$ cat src/rtl/bus_timer_pkg.sv
// Shared constants and types for the memory-mapped bus timer.
// Holds the register map, CTRL/STATUS bit positions and the CTRL pack/unpack helpers.
package bus_timer_pkg;

    localparam logic [31:0] DEFAULT_BASE_ADDR = 32'hFFFF_F020;

    localparam int unsigned DATA_W = 32;
    localparam int unsigned PRE_W  = 8;

    // Word offsets within the 16-byte window (adr[3:2])
    localparam logic [1:0] OFF_CTRL   = 2'd0;
    localparam logic [1:0] OFF_LOAD   = 2'd1;
    localparam logic [1:0] OFF_COUNT  = 2'd2;
    localparam logic [1:0] OFF_STATUS = 2'd3;

    localparam int unsigned CTRL_EN_BIT   = 0;
    localparam int unsigned CTRL_AUTO_BIT = 1;
    localparam int unsigned CTRL_IE_BIT   = 2;
    localparam int unsigned CTRL_PRE_LSB  = 8;
    localparam int unsigned CTRL_PRE_MSB  = 15;

    localparam int unsigned STATUS_EXP_BIT = 0;
    localparam int unsigned STATUS_OVR_BIT = 1;

    typedef struct packed {
        logic [PRE_W-1:0] pre;
        logic             ie;
        logic             auto_rl;
        logic             en;
    } ctrl_t;

    function automatic ctrl_t ctrl_unpack(input logic [DATA_W-1:0] w);
        ctrl_t c;
        c.en      = w[CTRL_EN_BIT];
        c.auto_rl = w[CTRL_AUTO_BIT];
        c.ie      = w[CTRL_IE_BIT];
        c.pre     = w[CTRL_PRE_MSB:CTRL_PRE_LSB];
        return c;
    endfunction

    // Unimplemented CTRL bits read back as zero
    function automatic logic [DATA_W-1:0] ctrl_pack(input ctrl_t c);
        logic [DATA_W-1:0] w;
        w                             = '0;
        w[CTRL_EN_BIT]                = c.en;
        w[CTRL_AUTO_BIT]              = c.auto_rl;
        w[CTRL_IE_BIT]                = c.ie;
        w[CTRL_PRE_MSB:CTRL_PRE_LSB]  = c.pre;
        return w;
    endfunction

endpackage

$ cat src/rtl/bus_timer_prescaler.sv
// 8-bit prescaler: counts 0..pre while enabled, tick when the count equals pre.
module timer_prescaler
    import bus_timer_pkg::*;
(
    input  logic             clk_i,
    input  logic             rst_n_i,
    input  logic             en,
    input  logic             clr,
    input  logic [PRE_W-1:0] pre,
    output logic             tick
);

    logic [PRE_W-1:0] cnt_q;

    assign tick = en & (cnt_q == pre);

    // Held at zero while disabled; a CTRL write restarts the period
    always_ff @(posedge clk_i or negedge rst_n_i) begin
        if (!rst_n_i) begin
            cnt_q <= '0;
        end else if (!en || clr || tick) begin
            cnt_q <= '0;
        end else begin
            cnt_q <= cnt_q + PRE_W'(1);
        end
    end

endmodule

$ cat src/rtl/bus_timer.sv
// Memory-mapped down-counting timer with prescaler, auto-reload and W1C status.
// Four word registers: CTRL, LOAD, COUNT (read-only), STATUS.
module bus_timer
    import bus_timer_pkg::*;
#(
    parameter logic [31:0] BASE_ADDR = DEFAULT_BASE_ADDR
) (
    input  logic              clk_i,
    input  logic              rst_n_i,
    input  logic [DATA_W-1:0] adr_i,
    input  logic [DATA_W-1:0] wd_i,
    input  logic              we_i,
    output logic [DATA_W-1:0] rd_o,
    output logic              irq_o
);

    logic             hit;
    logic [1:0]       off;
    logic             wr_ctrl;
    logic             wr_load;
    logic             wr_status;
    logic             unused_adr;

    ctrl_t             ctrl_q;
    logic [DATA_W-1:0] load_q;
    logic [DATA_W-1:0] count_q;
    logic              exp_q;
    logic              ovr_q;

    logic [DATA_W-1:0] count_d;
    logic              exp_d;
    logic              ovr_d;
    logic              expire;
    logic              tick;

    assign hit        = (adr_i[31:4] == BASE_ADDR[31:4]);
    assign off        = adr_i[3:2];
    assign unused_adr = ^adr_i[1:0];

    assign wr_ctrl   = we_i & hit & (off == OFF_CTRL);
    assign wr_load   = we_i & hit & (off == OFF_LOAD);
    assign wr_status = we_i & hit & (off == OFF_STATUS);

    timer_prescaler u_prescaler (
        .clk_i   (clk_i),
        .rst_n_i (rst_n_i),
        .en      (ctrl_q.en),
        .clr     (wr_ctrl),
        .pre     (ctrl_q.pre),
        .tick    (tick)
    );

    // Count update: a LOAD write overrides any tick in the same cycle
    always_comb begin
        count_d = count_q;
        expire  = 1'b0;
        if (wr_load) begin
            count_d = wd_i;
        end else if (tick) begin
            if (count_q > DATA_W'(1)) begin
                count_d = count_q - DATA_W'(1);
            end else if (count_q == DATA_W'(1)) begin
                expire  = 1'b1;
                count_d = ctrl_q.auto_rl ? load_q : '0;
            end
        end
    end

    // Status flags: hardware set takes priority over a same-cycle W1C
    always_comb begin
        exp_d = expire | (exp_q & ~(wr_status & wd_i[STATUS_EXP_BIT]));
        ovr_d = (expire & exp_q) | (ovr_q & ~(wr_status & wd_i[STATUS_OVR_BIT]));
    end

    always_ff @(posedge clk_i or negedge rst_n_i) begin
        if (!rst_n_i) begin
            ctrl_q  <= '0;
            load_q  <= '0;
            count_q <= '0;
            exp_q   <= 1'b0;
            ovr_q   <= 1'b0;
        end else begin
            if (wr_ctrl) begin
                ctrl_q <= ctrl_unpack(wd_i);
            end
            if (wr_load) begin
                load_q <= wd_i;
            end
            count_q <= count_d;
            exp_q   <= exp_d;
            ovr_q   <= ovr_d;
        end
    end

    // Zero-latency read mux, sourced from registered state only
    always_comb begin
        rd_o = '0;
        if (hit) begin
            case (off)
                OFF_CTRL:   rd_o = ctrl_pack(ctrl_q);
                OFF_LOAD:   rd_o = load_q;
                OFF_COUNT:  rd_o = count_q;
                OFF_STATUS: rd_o = {30'd0, ovr_q, exp_q};
                default:    rd_o = '0;
            endcase
        end
    end

    assign irq_o = exp_q & ctrl_q.ie;

endmodule

$ cat config.mk
export PLATFORM = sky130hd
export DESIGN_NAME = bus_timer
export DESIGN_NICKNAME = d
export VERILOG_FILES = /design/src/rtl/bus_timer_pkg.sv /design/src/rtl/bus_timer_prescaler.sv /design/src/rtl/bus_timer.sv
export SDC_FILE = /design/constraint.sdc
export NUM_CORES = 1
export LEC_CHECK = 0
export ABC_AREA = 1
export BUFFER_PORTS_ARGS = -buffer_cell sky130_fd_sc_hd__buf_2
export CAP_MARGIN = 20
export CORE_ASPECT_RATIO = 2
export CORE_MARGIN = 1
export CORE_UTILIZATION = 45
export DETAILED_ROUTE_END_ITERATION = 6
export MAX_ROUTING_LAYER = met4
export PLACE_DENSITY = 0.75
export SETUP_SLACK_MARGIN = 0.3
export SLEW_MARGIN = 20
export SYNTH_ARGS = -nofsm -noshare
export SYNTH_HDL_FRONTEND = slang
export SYNTH_SLANG_ARGS = --single-unit
$ cat constraint.sdc
create_clock -name clk_i -period 2.4 [get_ports clk_i]
set_input_delay 0.36 -clock clk_i [delete_from_list [all_inputs] [get_ports clk_i]]
set_output_delay 0.36 -clock clk_i [all_outputs]
set_load 0.01 [all_outputs]
==> results_dict.tcl <==
set metrics [dict create \
    status "complete, but fails checks" \
    violations "DRC" \
    diodes 0 \
    cp.arrival_ps 2300 \
    synth_cell_types 35 \
    utilization 0.567 \
    grt_max_degree 86 \
    tightest_slew_ps 612 \
    timing.critical_path.buf_inv 1 \
    clkLatencyLatePin_ps 350 \
    synth_top_family_by_area "simple AND/OR/NAND/NOR gates" \
    grt_usage 0.306 \
    ios 100 \
    fillers 1348 \
    grt_setup_unrepaired "no" \
    numCtsBuffers 9 \
    synth_area_leaders "dfrtp_1, nand2_1, nor2_1, nand3_1, inv_1" \
    max_slew_margin 0.591 \
    yosys.area_share.simple 0.448 \
    dp_cells 1232 \
    ir_drop_v 0.000369 \
    syn-num-nets 1043 \
    leakage_nw 4.21 \
    grt_pass1_vias 6533 \
    yosysTopAreaCellShare 0.353 \
    path_cells "nor2_4, nand2_2, nor2_4, nand2_4, nor2_4, nand2_1, nand2_4, nand2_8, o21ai_0, inv_1, a21oi_2" \
    async_flop_share 1.00 \
    hold_viol 0 \
    layoutNonFillerInstCount 1261 \
    min_path_type "in -> async" \
    totalPowerFinal_mw 3.06 \
    synthXorXnorAreaFrac 0.0232 \
    antenna_found_initial 0 \
    path_delay_family "simple AND/OR/NAND/NOR gates" \
    post-route-period-util 0.845 \
    cp_slowest_stage_delay_ps 450 \
    ctsHoldBuffers 0 \
    clock_skew_ps 9.15 \
    core_area_um2 13100 \
    powerDensity_nw_per_um2 413 \
    place_congestion 0.977 \
    endpoint_kind "register" \
    viasPerCell 5.38 \
    final_antenna_net_count 0 \
    clock-root-buffer "clkbuf_16" \
    worstSetupPathType "reg -> reg" \
    crit_required_ps 2670 \
    synthFlopType "dfrtp_1" \
    finalSetupViolCount 0 \
    min_period_ps 2030 \
    synth_common_cells "nand2_1, nor2_1, inv_1, dfrtp_1, nand3_1" \
    synthesis.area_um2 6030 \
    dr.pass1.iters 7 \
    cap_violations 0 \
    cts_num_sinks 85 \
    htree_levels 3 \
    startpoint_type "register" \
    syn_area_per_cell_um2 6.20 \
    crit_path_frequent_cell "nor2_4" \
    cts_buffer_depth 2 \
    dpl.hpwl_um 15200 \
    ys_ff_latch 85 \
    die_y_um 166 \
    first_iter_violations 477 \
    rrSetupSlack_ps 370 \
    path_clk_slew_ps 70 \
    die_w_um 83.9 \
    num_rows 59 \
    port_buffers 97 \
    area_growth_pct 22.9 \
    cp_max_fo 11 \
    ys_seq_area_frac 0.353 \
    routed-via-count 6780 \
    cts_tree "done" \
    wl_um 20400 \
    yosys_warnings 0 \
    die_area_um2 13900 \
    fin_nets 1174 \
    dpl_worst_slack_ps 105 \
    start_util 0.461 \
    synthMuxAreaShare 0.00560 \
    drive_gt1_frac 0.194 \
    synth_compound_area_frac 0.0824 \
    grt_pass1_wl_um 32300 \
    drc 8 \
    synth_fa_ha_area_frac 0.00623 \
    yosys.area.top_type "dfrtp_1" \
    synth_edf_count 0 \
    tns_ps 0 \
    synth_most_common_cell "nand2_1" \
    crit_slowest_cell "dfrtp_2" \
    fin_ws_ps 372 \
    grt-ovfl-total 0 \
    synthCells 973 \
    drt-wirelength-per-cell_um 16.1 \
    slew_viol_final 0 \
    max_freq_mhz 493 \
]
## area by class of cell
class | instances | area [µm²] | share of cell area
clock buffers | 10 | 239 | 0.0322
clock inverters | 6 | 70.1 | 0.00945
inverters | 91 | 342 | 0.0461
multi-input cells | 768 | 3540 | 0.477
flip-flops and latches | 85 | 2130 | 0.287
well taps | 152 | 190 | 0.0257
repair buffers | 149 | 903 | 0.122
## path summary, 6_finish.rpt
path / from / depth (start not counted) / to
min in group clk_i: wd_i[16] / 3 / load_q[16]$_DFFE_PN0P_
worst max-delay path: count_q[8]$_DFFE_PN0P_ / 11 / count_q[13]$_DFFE_PN0P_
max in group asynchronous: rst_n_i / 2 / count_q[30]$_DFFE_PN0P_
worst min-delay path: rst_n_i / 2 / load_q[5]$_DFFE_PN0P_
worst max register to register: count_q[8]$_DFFE_PN0P_ / 11 / count_q[13]$_DFFE_PN0P_
worst min register to register: load_q[27]$_DFFE_PN0P_ / 2 / load_q[27]$_DFFE_PN0P_
## registers in the layout (all words and copies together) (netlist names)
register,flops
count_q,32
load_q,32
ctrl_q,11
u_prescaler.cnt_q,8
exp_q,1
ovr_q,1
## report_power, final
group,switching (mW),internal [mW]
clock network,0.628,0.843
logic,0.101,0.0595
registers,0.0000000593,1.43
## cell usage in the layout, fill, tap and decap left out, drive strengths merged
cell and n:
mux2 3, nor3 2, nand3 77, inv 93
nor4 1, xor2 12, bufinv 1, nor2 151
o21bai 4, o21ai 36, nand3b 3, dfrtp 85
a221oi 3, a31oi 9, nor3b 2, ha 3
clkbuf 10, nand4 15, buf 149, clkinvlp 3
xnor2 4, o22ai 1, and2 3, a21oi 38
nand2 401
## cell families (layout without fill, tap and decap cells)
logic type | after synthesis | count (layout)
simple gates | 653 | 655
compound gates | 91 | 91
fa+ha+maj | 3 | 3
mux | 3 | 3
buf+inv | 122 | 256
flops | 85 | 85
xor+xnor | 16 | 16
## what timing repair did
action                                  CTS  global route
endpoints found under the setup margin   30            43
pin swaps                                 2             5
gates resized for setup                   7            23
setup buffers                             0            11
cloned                                    1             1
## metal layers
metal	wire length, µm	share of wire	vias to the layer above	global-route usage
met5	0	0	-	-
met2	11200	0.55	228	0.555
li1	-	-	3325	-
met1	7270	0.36	3156	0.303
met3	660	0.032	71	0.0359
met4	1250	0.061	0	0.196
## per-stage QoR
step	hold slack, ps	area, µm²
floorplan	64.4	6030
global placement	436	6890
detailed placement	436	6890
CTS	65.5	7250
global route	77.7	7410
finish	15.0	7410
(Power assumes the default switching activity.)
